===== config.mk =====
export PLATFORM = sky130hd
export DESIGN_NAME = fp_int_convert_unit
export DESIGN_NICKNAME = d
export VERILOG_FILES = /design/src/rtl/fp_int_convert_unit.sv
export SDC_FILE = /design/constraint.sdc
export NUM_CORES = 1
export LEC_CHECK = 0
export CAP_MARGIN = 5
export CELL_PAD_IN_SITES_DETAIL_PLACEMENT = 1
export CELL_PAD_IN_SITES_GLOBAL_PLACEMENT = 1
export CORE_MARGIN = 2
export CORE_UTILIZATION = 44
export DETAILED_ROUTE_END_ITERATION = 10
export PLACE_DENSITY_LB_ADDON = 0.1
export SYNTH_ARGS = -nofsm -noshare
export SYNTH_HDL_FRONTEND = slang
export SYNTH_SLANG_ARGS = --single-unit

===== constraint.sdc =====
create_clock -name clk -period 3.2 [get_ports clk]
set_clock_uncertainty 0.1 [all_clocks]
set_input_delay 0.96 -clock clk [delete_from_list [all_inputs] [get_ports clk]]
set_output_delay 0.96 -clock clk [all_outputs]
set_load 0.02 [all_outputs]

===== src/rtl/fp_int_convert_unit.sv =====
// Iterative FP<->integer converter for the F-extension datapath (fcvt.w[u].s / fcvt.s.w[u]).
// One shift per cycle; start/done handshake with busy high while a conversion is in flight.
module fp_int_convert_unit (
  input  logic        clk,
  input  logic        rst_n,
  input  logic        start,
  input  logic [4:0]  ALUControl,
  input  logic [31:0] src_a,
  output logic [31:0] result,
  output logic        flag_nv,
  output logic        flag_nx,
  output logic        busy,
  output logic        done
);

  typedef enum logic [1:0] {StIdle, StShift, StRound} state_e;

  state_e      state_q, state_d;
  logic [31:0] m_q, spec_res_q, result_q;
  logic [4:0]  cnt_q, n_q;
  logic        sticky_q, f2i_q, sgn_q, sign_q, spec_q, spec_nv_q, spec_nx_q;
  logic        nv_q, nx_q, done_q;

  // Accept-time decode
  logic [7:0]        f_exp;
  logic [22:0]       f_frac;
  logic signed [9:0] unb;
  logic              is_nan, is_zero;
  logic [31:0]       mag, acc_m, acc_res;
  logic [4:0]        lz, acc_n;
  logic              acc_spec, acc_nv, acc_nx;

  always_comb begin
    f_exp   = src_a[30:23];
    f_frac  = src_a[22:0];
    unb     = $signed({2'b00, f_exp}) - 10'sd127;
    is_nan  = (f_exp == 8'hFF) && (f_frac != 23'd0);
    is_zero = (f_exp == 8'h00) && (f_frac == 23'd0);
    mag     = (ALUControl[0] && src_a[31]) ? -src_a : src_a;
    lz      = 5'd0;
    for (int i = 0; i < 32; i++) begin
      if (mag[i]) lz = 5'(31 - i);
    end
    acc_spec = 1'b1;
    acc_res  = 32'd0;
    acc_nv   = 1'b0;
    acc_nx   = 1'b0;
    acc_n    = 5'd0;
    acc_m    = 32'd0;
    if (ALUControl[4:2] == 3'b101) begin
      if (!ALUControl[1]) begin
        acc_m = {1'b1, f_frac, 8'h00};
        if (is_nan) begin
          acc_res = ALUControl[0] ? 32'h7FFF_FFFF : 32'hFFFF_FFFF;
          acc_nv  = 1'b1;
        end else if (unb < 10'sd0) begin
          acc_nx = !is_zero;
        end else if (ALUControl[0]) begin
          if (!src_a[31] && unb >= 10'sd31) begin
            acc_res = 32'h7FFF_FFFF;
            acc_nv  = 1'b1;
          end else if (src_a[31] && (unb > 10'sd31 || (unb == 10'sd31 && f_frac != 23'd0))) begin
            acc_res = 32'h8000_0000;
            acc_nv  = 1'b1;
          end else begin
            acc_spec = 1'b0;
            acc_n    = 5'd31 - unb[4:0];
          end
        end else begin
          if (src_a[31]) begin
            acc_nv = 1'b1;
          end else if (unb > 10'sd31) begin
            acc_res = 32'hFFFF_FFFF;
            acc_nv  = 1'b1;
          end else begin
            acc_spec = 1'b0;
            acc_n    = 5'd31 - unb[4:0];
          end
        end
      end else if (src_a != 32'd0) begin
        acc_spec = 1'b0;
        acc_m    = mag;
        acc_n    = lz;
      end
    end
  end

  // Final rounding / sign application
  logic [22:0] mant, mant_r;
  logic        guard, stk, rup, carry;
  logic [7:0]  exp_r;
  logic [31:0] rnd_res;
  logic        rnd_nv, rnd_nx;

  always_comb begin
    mant            = m_q[30:8];
    guard           = m_q[7];
    stk             = |m_q[6:0];
    rup             = guard & (stk | mant[0]);
    {carry, mant_r} = {1'b0, mant} + 24'(rup);
    exp_r           = 8'd158 - {3'b000, n_q} + {7'd0, carry};
    if (spec_q) begin
      rnd_res = spec_res_q;
      rnd_nv  = spec_nv_q;
      rnd_nx  = spec_nx_q;
    end else if (f2i_q) begin
      rnd_res = (sgn_q && sign_q) ? -m_q : m_q;
      rnd_nv  = 1'b0;
      rnd_nx  = sticky_q;
    end else begin
      rnd_res = {sgn_q & sign_q, exp_r, mant_r};
      rnd_nv  = 1'b0;
      rnd_nx  = guard | stk;
    end
  end

  always_ff @(posedge clk or negedge rst_n) begin
    if (!rst_n) state_q <= StIdle;
    else        state_q <= state_d;
  end

  always_comb begin
    state_d = state_q;
    unique case (state_q)
      StIdle:  if (start) state_d = (acc_n == 5'd0) ? StRound : StShift;
      StShift: if (cnt_q == 5'd1) state_d = StRound;
      StRound: state_d = StIdle;
      default: state_d = StIdle;
    endcase
  end

  always_comb begin
    busy    = (state_q != StIdle);
    done    = done_q;
    result  = result_q;
    flag_nv = nv_q;
    flag_nx = nx_q;
  end

  always_ff @(posedge clk or negedge rst_n) begin
    if (!rst_n) begin
      m_q        <= '0;
      cnt_q      <= '0;
      n_q        <= '0;
      sticky_q   <= 1'b0;
      f2i_q      <= 1'b0;
      sgn_q      <= 1'b0;
      sign_q     <= 1'b0;
      spec_q     <= 1'b0;
      spec_res_q <= '0;
      spec_nv_q  <= 1'b0;
      spec_nx_q  <= 1'b0;
      result_q   <= '0;
      nv_q       <= 1'b0;
      nx_q       <= 1'b0;
      done_q     <= 1'b0;
    end else begin
      done_q <= (state_q == StRound);
      if (state_q == StIdle && start) begin
        m_q        <= acc_m;
        cnt_q      <= acc_n;
        n_q        <= acc_n;
        sticky_q   <= 1'b0;
        f2i_q      <= ~ALUControl[1];
        sgn_q      <= ALUControl[0];
        sign_q     <= src_a[31];
        spec_q     <= acc_spec;
        spec_res_q <= acc_res;
        spec_nv_q  <= acc_nv;
        spec_nx_q  <= acc_nx;
      end else if (state_q == StShift) begin
        cnt_q <= cnt_q - 5'd1;
        if (f2i_q) begin
          m_q      <= m_q >> 1;
          sticky_q <= sticky_q | m_q[0];
        end else begin
          m_q <= m_q << 1;
        end
      end else if (state_q == StRound) begin
        result_q <= rnd_res;
        nv_q     <= rnd_nv;
        nx_q     <= rnd_nx;
      end
    end
  end

endmodule


# Yosys cells after proc, flatten, opt, wreduce, memory -nomap -nowiden
# Cells that the tools add are included.
# word_totals
output_inout_bits	36
regBits	118
elab_cells	159
in_bits	40
# op_classes
order_cmp	3
eq_ne	8
bitwise	8
n_addsub	8
reduce_logical	24
mux	92
# op_table
operator	n
two-way mux 32 bit	20
two-way mux 5 bit	44
negation 32 bit	2
nonzero test 32 bit	1
adder 23 x 1 -> 24 bit	1
two-way mux 1 bit	24
zero test 23 bit	1
nonzero test 23 bit	1
equality test 9 x 6 -> 1 bit (second input constant)	1
greater-or-equal comparator 9 x 6 -> 1 bit (second input constant)	1
> comparator 9 x 6 -> 1 bit (second input constant)	1
less-than comparator 9 x 1 -> 1 bit (second input constant)	1
subtractor 8 x 7 -> 9 bit (second input constant)	1
adder 8 x 1 -> 8 bit	1
equality test 8 bit (second input constant)	1
logical AND 1 bit	8
zero test 8 bit	1
subtractor 8 x 5 -> 8 bit (first input constant)	1
OR reduction 7 bit	1
two-way mux 2 bit	3
nonzero test 2 bit	3
equality test 5 x 1 -> 1 bit (second input constant)	1
zero test 5 bit	1
subtractor 5 x 1 -> 5 bit (second input constant)	1
14 further kinds	22

# Logic depth before layout (Yosys ltp)
# Gate-level depths: netlist of the first run.
# depth
ltp_word	41
ltp_mapped	15
depth_no_buf	12

# Least setup slack after synthesis of the first run
# Ideal clock, no wire load.
# synth_path
kind	input port to flip-flop
from	in src_a[0]
to	reg state_q[0]
arrival_ns	3.784
path_buffers	2
setup_slack_ns	-0.816
setup_ns	0.132
t_required_ns	2.968
stages	14
path_cell_list	clkbuf_1 inv_1 ha_1 clkbuf_1 nor3b_1 nand2_1 or3_1 a2111oi_4 o21ai_0 or3_1 o21bai_1 a21boi_0 nor4_2 o21ai_1
# synth_between
elab_chain_cells	41
# synth_lines
item	line_no	text
start, declared	8	input logic [31:0] src_a,
negation 32 bit	39	mag = (ALUControl[0] && src_a[31]) ? -src_a : src_a;
two-way mux 32 bit	39	
two-way mux 5 bit (32 in series)	42	if (mag[i]) lz = 5'(31 - i);
two-way mux 5 bit	80	end else if (src_a != 32'd0) begin
two-way mux 5 bit (*)	51	if (!ALUControl[1]) begin
two-way mux 5 bit (*)	50	if (ALUControl[4:2] == 3'b101) begin
zero test 5 bit (*)	125	StIdle: if (start) state_d = (acc_n == 5'd0) ? StRound : StShift;
two-way mux 2 bit (*) (2 in series)	125	
one-hot mux 2 bit (2 select lines) (*)	124	unique case (state_q)
end signal, assigned	118	if (!rst_n) state_q <= StIdle;
end signal, assigned	119	else state_q <= state_d;
end, declared	18	state_e state_q, state_d;
# Every way passes the cells marked *; elsewhere a longest branch is shown, timed or not. The select of a mux whose other input is x is not followed.
# A chain may end at the register's enable or synchronous reset.

# Worst setup path in the final report of the first run
# layout_path
from	in src_a[3]
to	reg cnt_q[2]
# layout_between
elab_chain_cells	35
# layout_lines
item	line_no	text
negation 32 bit	39	
two-way mux 32 bit	39	
two-way mux 5 bit (29 in series)	42	
two-way mux 5 bit	80	
two-way mux 5 bit (*)	51	
two-way mux 5 bit (*)	50	
two-way mux 5 bit (*)	159	if (state_q == StIdle && start) begin
end signal, assigned	161	cnt_q <= acc_n;
end signal, assigned	172	cnt_q <= cnt_q - 5'd1;
end, declared	20	logic [4:0] cnt_q, n_q;
# Every way passes the cells marked *; elsewhere a longest branch is shown, timed or not.

==> flow_summary.json, run 1 <==
{
  "synth_top_area_frac": 0.2585,
  "seqPwrFrac": 0.261,
  "synth_seq_area_share": 0.2585,
  "vias_per_cell": 6.625,
  "grt_pass1_wl_um": 57590,
  "ys_ff_latch": 88,
  "start_kind": "input pin",
  "grt_pass1_vias": 10820,
  "vias": 11130,
  "gp_congestion": 0.8969,
  "dr.pass1.iters": 5,
  "synth_area_mm2": 0.008519,
  "drtIter0Drc": 948,
  "cts_sinks": 88,
  "p_clk_frac": 0.140,
  "synth_area_per_cell_um2": 7.338,
  "coreArea_mm2": 0.01883,
  "fin_nets": 1466,
  "grt_use_total": 0.3558,
  "grt_max_degree": 94,
  "antenna_found_initial": 0,
  "yosys_warnings": 0,
  "ios": 76,
  "synth-edff-count": 0,
  "areaGrowthSynthToFinish_pct": 46.78,
  "rows": 50,
  "path_max_fanout": 6,
  "io_buffer_count": 75,
  "drive_above_1_share": 0.3338,
  "worstHoldPathType": "reg2reg",
  "ys_types": 83,
  "async_flop_share": 1.000,
  "wl_um": 43120,
  "ir_drop_mv": 0.3513,
  "fin_ws_ns": -0.6156,
  "setup_violations": 17,
  "antenna_cells": 0,
  "ff2ff_setup_slack_ns": -0.03,
  "status": "complete, but fails checks",
  "die_h_um": 143.2,
  "worstSetupEndpointType": "register",
  "die_w_um": 143.2,
  "cts_htree_levels": 3,
  "cts_root_buf": "clkbuf_16",
  "fin_tns_setup_ns": -5.991,
  "gr-total-overflow": 0,
  "cap_violations": 0,
  "start_util": 0.4524,
  "cts_buffers": 9,
  "dp_hpwl_um": 25350,
  "synth_nets": 1212,
  "arrival_ns": 3.96,
  "maxSlewViolCount": 0,
  "fmax_mhz": 262.1,
  "internal_power_w": 0.004174,
  "cts_tree": "yes",
  "ant_nets": 0,
  "pre_cts_ws_ns": -1.169,
  "multi_input_area_mm2": 0.006510,
  "synth.area.top_cells": "dfrtp_1, nand2_1, o21ai_0",
  "seq_area_mm2": 0.002203,
  "final_cell_area_mm2": 0.01250,
  "tightest_slew_ns": 0.8168,
  "setup.worst_path.class": "in2reg",
  "finalHoldViolCount": 0,
  "postSynthCellCount": 1161,
  "clkSlewWorstSetupHoldPaths_ns": 0.08,
  "rsz0062_at_grt": "true",
  "synth_area_leader_cell": "dfrtp_1",
  "power.switching_w": 0.003789,
  "clk-insertion-delay-late_ns": 0.35,
  "die-area_mm2": 0.02049,
  "fin_crit_sh": 1.192,
  "post-route-min-period_ns": 3.816,
  "p_leak_nw": 5.146,
  "drcViolationCount": 0,
  "placed_cell_area_mm2": 0.01118,
  "fillCellCount": 2193,
  "switching_share": 0.4758,
  "critPathRequiredTime_ns": 3.34,
  "max-slew-margin-rel": 0.4518,
  "timing.hold.ws_ns": 0.3691,
  "cts_buffer_depth": 2,
  "fin_util": 0.6641,
  "wl_per_cell_um": 25.67,
  "cts_hold_buf": 0,
  "synth-main-ff-cell": "dfrtp_1",
  "synth_common_cells": "nand2_1, nor2_1, o21ai_0, clkbuf_1, dfrtp_1",
  "power_frac_comb": 0.599,
  "violations": "setup timing",
  "synth.most_common_cell": "nand2_1",
  "power.density_mw_per_mm2": 636.8
}
==> final cells by class <==
cell class              instances  area share
flip-flops and latches         88      0.1762
multi-input cells             928      0.5206
well taps                     260     0.02602
inverters                      27    0.009306
clock buffers                  12     0.02051
clock inverters                 4    0.004203
repair buffers                361      0.2431
==> power groups by stage <==
stage          Clock (W)  Combinational [W]  Sequential (W)
6_report         0.00112            0.00477         0.00207
5_1_grt          0.00115            0.00511         0.00212
4_1_cts          0.00110            0.00441         0.00204
3_5_place_dp           0            0.00432         0.00205
3_3_place_gp           0            0.00414         0.00200
2_1_floorplan          0            0.00261         0.00207
==> state kept, by name (all words and copies together), names as in the netlist <==
name / count
f2i_q: 1
cnt_q: 5
spec_nv_q: 1
sign_q: 1
m_q: 32
done: 1
spec_q: 1
flag_nv: 1
state_q: 2
sticky_q: 1
n_q: 5
sgn_q: 1
spec_res_q: 2
flag_nx: 1
result: 32
spec_nx_q: 1
==> through the flow <==
step	cells	total power [W]
final	1680	0.007963
after floorplan	1161	0.004680
after global placement	1617	0.006136
after CTS	1667	0.007552
after global routing	1680	0.008389
after detailed placement	1617	0.006371
==> metal layers <==
layer / up-vias / GRT usage / part of all wire
met2: 737 / 0.6134 / 0.48
met5: - / 0 / 0
li1: 4737 / - / -
met4: 0 / 0.2001 / 0.079
met1: 5399 / 0.4302 / 0.37
met3: 257 / 0.04058 / 0.073
==> kinds of logic (layout without fill, tap and decap cells) <==
group / after synthesis / in the layout / share of synthesized area
DFF: 88 / 88 / 0.2585
AOI/OAI and AO/OA: 344 / 344 / 0.2696
muxes: 33 / 33 / 0.04156
buffers and inverters: 145 / 404 / 0.06770
and+or+nand+nor: 463 / 463 / 0.2673
adders and majority gates: 11 / 11 / 0.01615
xor gates and xnor gates: 77 / 77 / 0.07916
==> what timing repair did <==
item / in CTS / in global routing
endpoints found under the setup margin: 43 / 34
gates resized for setup: 170 / 66
pin swaps: 51 / 44
setup buffers: 34 / 13
gates cloned: 1 / 0
==> worst max-delay path: stages <==
cell,delay (ns)
buf_8,0.10
or4_4,0.57
buf_12,0.16
nor3_4,0.20
buf_4,0.14
a41oi_2,0.13
nor3_2,0.26
buf_4,0.20
o221ai_4,0.11
a2111oi_4,0.45
o31ai_4,0.13
nor2_2,0.14
a31oi_1,0.10
o21ai_2,0.30
==> cells in the final DEF, fill, tap and decap left out, types with 13 or more instances in the layout <==
cell type        count
dfrtp_1             87
a21oi_1             52
nor2_1             114
nor3_1              23
dlygate4sd2_1       13
nand3_1             31
inv_1               22
xnor2_1             48
buf_6               23
clkdlybuf4s50_1     42
nand2_1            131
xor2_1              27
a211oi_1            16
o21ai_0             84
o21ai_1             13
mux2_2              19
buf_4              256
o211ai_1            23
nand4_1             16
mux2i_1             14
a31oi_1             34
==> final timing paths <==
check / start / endpoint / depth (start not counted)
worst max-delay path: src_a[3] / cnt_q[2] / 14
worst min-delay path: result[0] / result[0] / 2
worst max register to register: m_q[8] / result[27] / 12
worst min register to register: result[0] / result[0] / 2
max in group asynchronous: rst_n / f2i_q / 2
min in group asynchronous: rst_n / result[4] / 1
Power figures use the tool's default switching activity.
==> inputs of run 2 (changes only) <==
--- a/config.mk
+++ b/config.mk
@@ -5,11 +5,12 @@
 export SDC_FILE = /design/constraint.sdc
 export NUM_CORES = 1
 export LEC_CHECK = 0
-export CAP_MARGIN = 5
 export CELL_PAD_IN_SITES_DETAIL_PLACEMENT = 1
 export CELL_PAD_IN_SITES_GLOBAL_PLACEMENT = 1
 export CORE_MARGIN = 2
-export CORE_UTILIZATION = 44
+export CORE_UTILIZATION = 45
+export CTS_BUF_LIST = sky130_fd_sc_hd__clkbuf_4 sky130_fd_sc_hd__clkbuf_8
+export CTS_CLUSTER_SIZE = 24
 export DETAILED_ROUTE_END_ITERATION = 10
 export PLACE_DENSITY_LB_ADDON = 0.1
 export SYNTH_ARGS = -nofsm -noshare
==> run 2 against run 1 <==
  * The run still ends with setup timing left
  * Register-to-register slack improved by 0.11 ns
  * Flip-flop and latch count unchanged
  * Non-clock buffer count fell by 1
  * Clock power shrank 30%
  * Cell count shrank 1.6%
  * Clock-buffer cell count shrank 1
  * Total power decreased by 5.1%
  * Via count up 1.1%
  * First-iteration DRC count up 28%
  * Critical path type unchanged
==> flow_summary.json, run 2 (synthesis gave the netlist of run 1 again) <==
{
  "drive_above_1_share": 0.3397,
  "ant_nets": 0,
  "power_w": 0.007560,
  "worstSetupEndpointType": "register",
  "setup_violations": 27,
  "start_kind": "input pin",
  "ir_drop_mv": 0.4132,
  "gp_congestion": 0.9249,
  "rr_worst_depth": 11,
  "wl_met1_um": 16410,
  "fin_tns_setup_ns": -6.838,
  "wl_um": 44000,
  "cts_buffers": 9,
  "fin_crit_sh": 1.226,
  "final_cell_area_mm2": 0.01245,
  "post-route-min-period_ns": 3.923,
  "fillCellCount": 2201,
  "die_h_um": 141.6,
  "fin_nets": 1465,
  "grt_use_total": 0.3414,
  "top_layer_used": "met4",
  "clk-insertion-delay-late_ns": 0.39,
  "coreArea_mm2": 0.01864,
  "grt_max_degree": 94,
  "max_stage_delay_ns": 0.38,
  "path_cells": "clkdlybuf4s15_1 > nor3_4 > nand4_1 > buf_4 > o41ai_4 > buf_4 > xor2_4 > nand4bb_4 > nand3b_1 > o21bai_4 > a21boi_2 > nor4_4 > o21a_1",
  "vias_per_cell": 6.808,
  "grt_pass1_vias": 10506,
  "met2_length_um": 20650,
  "gr-total-overflow": 0,
  "fin_util": 0.6679,
  "setup.worst_path.class": "in2reg",
  "fmax_mhz": 254.9,
  "cts_buffer_depth": 2,
  "violations": "setup timing",
  "dp_hpwl_um": 24480,
  "path_max_fanout": 4,
  "ios": 76,
  "io_buffer_count": 75,
  "antenna_found_initial": 0,
  "finalHoldViolCount": 0,
  "drcViolationCount": 0,
  "wl_per_cell_um": 26.62,
  "cts_tree": "yes",
  "rsz0062_at_grt": "true",
  "tightest_slew_ns": 0.8910,
  "grt_pass1_wl_um": 55430,
  "clkSlewWorstSetupHoldPaths_ns": 0.11,
  "power.density_mw_per_mm2": 607.1,
  "critPathRequiredTime_ns": 3.36,
  "maxSlewViolCount": 0,
  "cpMaxStageDelayCell": "nand3b_1",
  "vias": 11253,
  "placed_cell_area_mm2": 0.01116,
  "fin_ws_ns": -0.7229,
  "die-area_mm2": 0.02005,
  "dr.pass1.iters": 5,
  "arrival_ns": 4.08,
  "holdPathStages": 2,
  "route.met3.wl_um": 3376,
  "cts_root_buf": "clkbuf_8",
  "cap_violations": 0,
  "cts_htree_levels": 3,
  "seq_area_mm2": 0.002203,
  "multi_input_area_mm2": 0.006618,
  "areaGrowthSynthToFinish_pct": 46.16,
  "p_leak_nw": 5.077,
  "final_common_cell": "buf_4",
  "rows": 50,
  "start_util": 0.4570,
  "status": "complete, but fails checks",
  "drtIter0Drc": 1217,
  "max-slew-margin-rel": 0.4060,
  "worstHoldPathType": "reg2reg",
  "die_w_um": 141.6,
  "cts_sinks": 88,
  "worst_path_most_repeated_cell": "buf_4",
  "layout_common_cells": "buf_4, nand2_1, nor2_1",
  "antenna_cells": 0
}
run 2: where the power goes:
group | total, W | internal [W] | switching, W | leakage (nW)
sequential | 0.00206 | 0.00157 | 0.000496 | 1.12
clock | 0.000788 | 0.000330 | 0.000458 | 0.0959
combinational | 0.00471 | 0.00194 | 0.00277 | 3.86
run 2: layout make-up:
cell class	instances	share of cell area
clock inverters	5	0.003115
well taps	234	0.02351
repair buffers	360	0.2435
clock buffers	11	0.01216
inverters	27	0.009345
flip-flops and latches	88	0.1769
multi-input cells	928	0.5315
run 2: critical path: cells and delay by family:
kind                   cells  cell delay (ns)
XOR/XNOR                   1             0.21
buffers and inverters      3             0.69
AND/OR/NAND/NOR            5             1.13
AO/OA/AOI/OAI              4             1.08
run 2: repair_timing:
action                                  4_1_cts  5_1_grt
pin swaps                                    48       48
resized for setup                           164       95
hold buffers                                  0        0
setup buffers                                24       24
endpoints found under the hold margin         0        0
endpoints found under the setup margin       38       29
gates cloned                                  1        0
run 2: worst paths after layout:
check / from / to / slack, ns
max: src_a[17] / state_q[1] / -0.72
min: result[28] / result[28] / 0.37
max reg2reg: m_q[1] / result[24] / 0.08
min reg2reg: result[28] / result[28] / 0.37
max in group asynchronous: rst_n / f2i_q / 1.66
min in group asynchronous: rst_n / m_q[1] / 0.59
run 2: metal layers:
metal  up-vias  GRT usage
li1       4712          -
met1      5477     0.4328
met2       777     0.5976
met3       287    0.02734
met4         0     0.1468
met5         -          0
run 2: per-stage QoR:
| stage | setup WS [ns] | hold WS [ns] | std cells |
|---|---|---|---|
| after global placement | -1.161 | 0.3504 | 1590 |
| after floorplan | -0.4620 | 0.3446 | 1161 |
| after detailed placement | -1.191 | 0.3556 | 1590 |
| final | -0.7229 | 0.3669 | 1653 |
| after global routing | -0.7326 | 0.3891 | 1653 |
| after CTS | -0.3093 | 0.3756 | 1631 |
==> inputs of run 3 (changes only) <==
--- a/config.mk
+++ b/config.mk
@@ -12,6 +12,7 @@
 export CTS_BUF_LIST = sky130_fd_sc_hd__clkbuf_4 sky130_fd_sc_hd__clkbuf_8
 export CTS_CLUSTER_SIZE = 24
 export DETAILED_ROUTE_END_ITERATION = 10
+export GPL_ROUTABILITY_DRIVEN = 0
 export PLACE_DENSITY_LB_ADDON = 0.1
 export SYNTH_ARGS = -nofsm -noshare
 export SYNTH_HDL_FRONTEND = slang
==> constraint.sdc (replaced) <==
create_clock -name clk -period 3.2 [get_ports clk]
set_clock_uncertainty 0.1 [all_clocks]
set_input_delay 0.48 -clock clk [delete_from_list [all_inputs] [get_ports clk]]
set_output_delay 0.48 -clock clk [all_outputs]
set_load 0.02 [all_outputs]
==> run 3 against run 2 <==
  * The run still ends with setup timing left
  * Utilization decreased by 2.7 points
  * Die area unchanged
  * First-iteration DRC count decreased by 40%
  * Register-to-register slack improved by 0.12 ns
  * Worst setup slack improved by 0.52 ns
  * Hold slack got worse by 0.24 ns
  * Sequential power decreased by 2%
  * Clock-buffer cell count decreased by 1
  * Clock power increased by 6.0%
  * Sequential share of layout area increased by 0.74 points
  * Largest cell class unchanged
  * Highest routed layer unchanged
==> flow_summary.json, run 3 (synthesis gave the netlist of run 1 again) <==
{
  "worstHoldPathType": "in2async",
  "clkSlewWorstSetupHoldPaths_ns": 0.09,
  "internal_power_w": 0.003839,
  "rr_worst_depth": 10,
  "cp_top_family": "compound AO/OA/AOI/OAI gates",
  "start_kind": "input pin",
  "ir_drop_mv": 0.2970,
  "ff2ff_setup_slack_ns": 0.20,
  "wl_per_cell_um": 23.11,
  "crit_cells": 16,
  "coreArea_mm2": 0.01864,
  "maxSlewViolCount": 0,
  "power.switching_w": 0.003443,
  "fin_ws_ns": -0.2020,
  "pre_cts_ws_ns": -0.7709,
  "status": "complete, but fails checks",
  "dp_hpwl_um": 24910,
  "path_cells": "dlygate4sd2_1 > buf_4 > or3b_4 > buf_4 > o21ai_0 > buf_4 > a21oi_4 > buf_4 > o22ai_1 > a21oi_1 > nor3_1 > o211ai_1 > a21oi_2 > buf_4 > nand2_1 > o21ai_0",
  "drtIter0Drc": 735,
  "cts_buffers": 9,
  "p_leak_nw": 4.963,
  "fin_crit_sh": 1.063,
  "tightest_slew_ns": 0.9928,
  "power.density_mw_per_mm2": 609.1,
  "cap_violations": 0,
  "p_clk_frac": 0.115,
  "cts_htree_levels": 3,
  "cts_buffer_depth": 2,
  "violations": "setup timing",
  "drive_above_1_share": 0.2999,
  "finalHoldViolCount": 0,
  "wl_um": 37700,
  "worstSetupEndpointType": "register",
  "start_util": 0.4570,
  "r2r-end": "result[25]",
  "grt_pass1_wl_um": 54450,
  "critPathRequiredTime_ns": 3.41,
  "rows": 50,
  "areaGrowthSynthToFinish_pct": 40.33,
  "fin_nets": 1443,
  "cts_sinks": 88,
  "max_stage_delay_ns": 0.40,
  "clk-insertion-delay-late_ns": 0.39,
  "arrival_ns": 3.61,
  "switching_share": 0.4728,
  "timing.hold.ws_ns": 0.1249,
  "worst_path_most_repeated_cell": "buf_4",
  "max-slew-margin-rel": 0.3381,
  "rsz0062_at_grt": "true",
  "antenna_cells": 0,
  "cts_root_buf": "clkbuf_8",
  "power_frac_comb": 0.609,
  "setup.worst_path.class": "in2reg",
  "critPathBufInv": 6,
  "path_max_fanout": 5,
  "layout_common_cells": "buf_4, nand2_1, nor2_1",
  "cpMaxStageDelayCell": "or3b_4",
  "die_w_um": 141.6,
  "final_common_cell": "buf_4",
  "die_h_um": 141.6,
  "io_buffer_count": 75,
  "post-route-min-period_ns": 3.402,
  "regToRegStartpoint": "m_q[9]",
  "dr.pass1.iters": 8,
  "cts_tree": "yes",
  "vias": 10422,
  "cts_hold_buf": 0,
  "setup_violations": 7,
  "grt_use_total": 0.3386,
  "ios": 76,
  "vias_per_cell": 6.390,
  "seqPwrFrac": 0.276,
  "gr-total-overflow": 0,
  "grt_max_degree": 94,
  "grt_pass1_vias": 10277,
  "fmax_mhz": 293.9,
  "ant_nets": 0,
  "antenna_found_initial": 0,
  "die-area_mm2": 0.02005,
  "drcViolationCount": 0
}
==> run 3: worst max-delay path by stage <==
stage | start | to | slack (ns)
6_report | src_a[6] | cnt_q[0] | -0.20
5_1_grt | src_a[15] | state_q[0] | -0.20
4_1_cts | src_a[29] | cnt_q[4] | -0.01
3_5_place_dp | src_a[2] | cnt_q[2] | -0.77
3_3_place_gp | src_a[2] | cnt_q[2] | -0.64
2_1_floorplan | src_a[0] | state_q[0] | 0.0007
==> run 3: power groups by stage <==
stage	Combinational (W)	Sequential, W	Clock, W
after detailed placement	0.00425	0.00203	0
after global routing	0.00482	0.00208	0.000892
after global placement	0.00408	0.00199	0
final	0.00444	0.00201	0.000835
after CTS	0.00432	0.00201	0.000843
after floorplan	0.00259	0.00207	0
==> run 3: per-stage QoR <==
step           utilization  power, W  instance area (µm²)  cells  setup TNS (ns)
3_3_place_gp        0.5874  0.006062                10950   1589          -10.88
2_1_floorplan            -  0.004656                 8598   1161               0
4_1_cts             0.6180  0.007171                11520   1619        -0.02841
5_1_grt             0.6413  0.007785                11960   1631          -1.077
6_report            0.6413  0.007282                11960   1631         -0.7050
3_5_place_dp        0.5874  0.006278                10950   1589          -12.80
==> run 3: per-layer routing <==
metal	global-route usage	part of all wire	up-vias
li1	-	-	4676
met1	0.4310	0.40	5090
met2	0.5761	0.49	499
met3	0.03544	0.052	157
met4	0.1632	0.060	0
met5	0	0	-
==> run 3: final cells by class <==
| type | instances | area [µm²] |
|---|---|---|
| tap | 234 | 292.8 |
| multi-input combinational | 928 | 6307 |
| sequential | 88 | 2203 |
| clock inverter | 6 | 72.57 |
| clock buffer | 10 | 137.6 |
| timing repair buffer | 338 | 2835 |
| fill | 2254 | 6688 |
| inverter | 27 | 106.4 |
==> run 3: timing repair <==
item / 4_1_cts / 5_1_grt
cloned: 0 / 1
setup endpoints to repair: 12 / 16
pin swaps: 24 / 48
buffers inserted: 14 / 14
gates resized for setup: 74 / 116
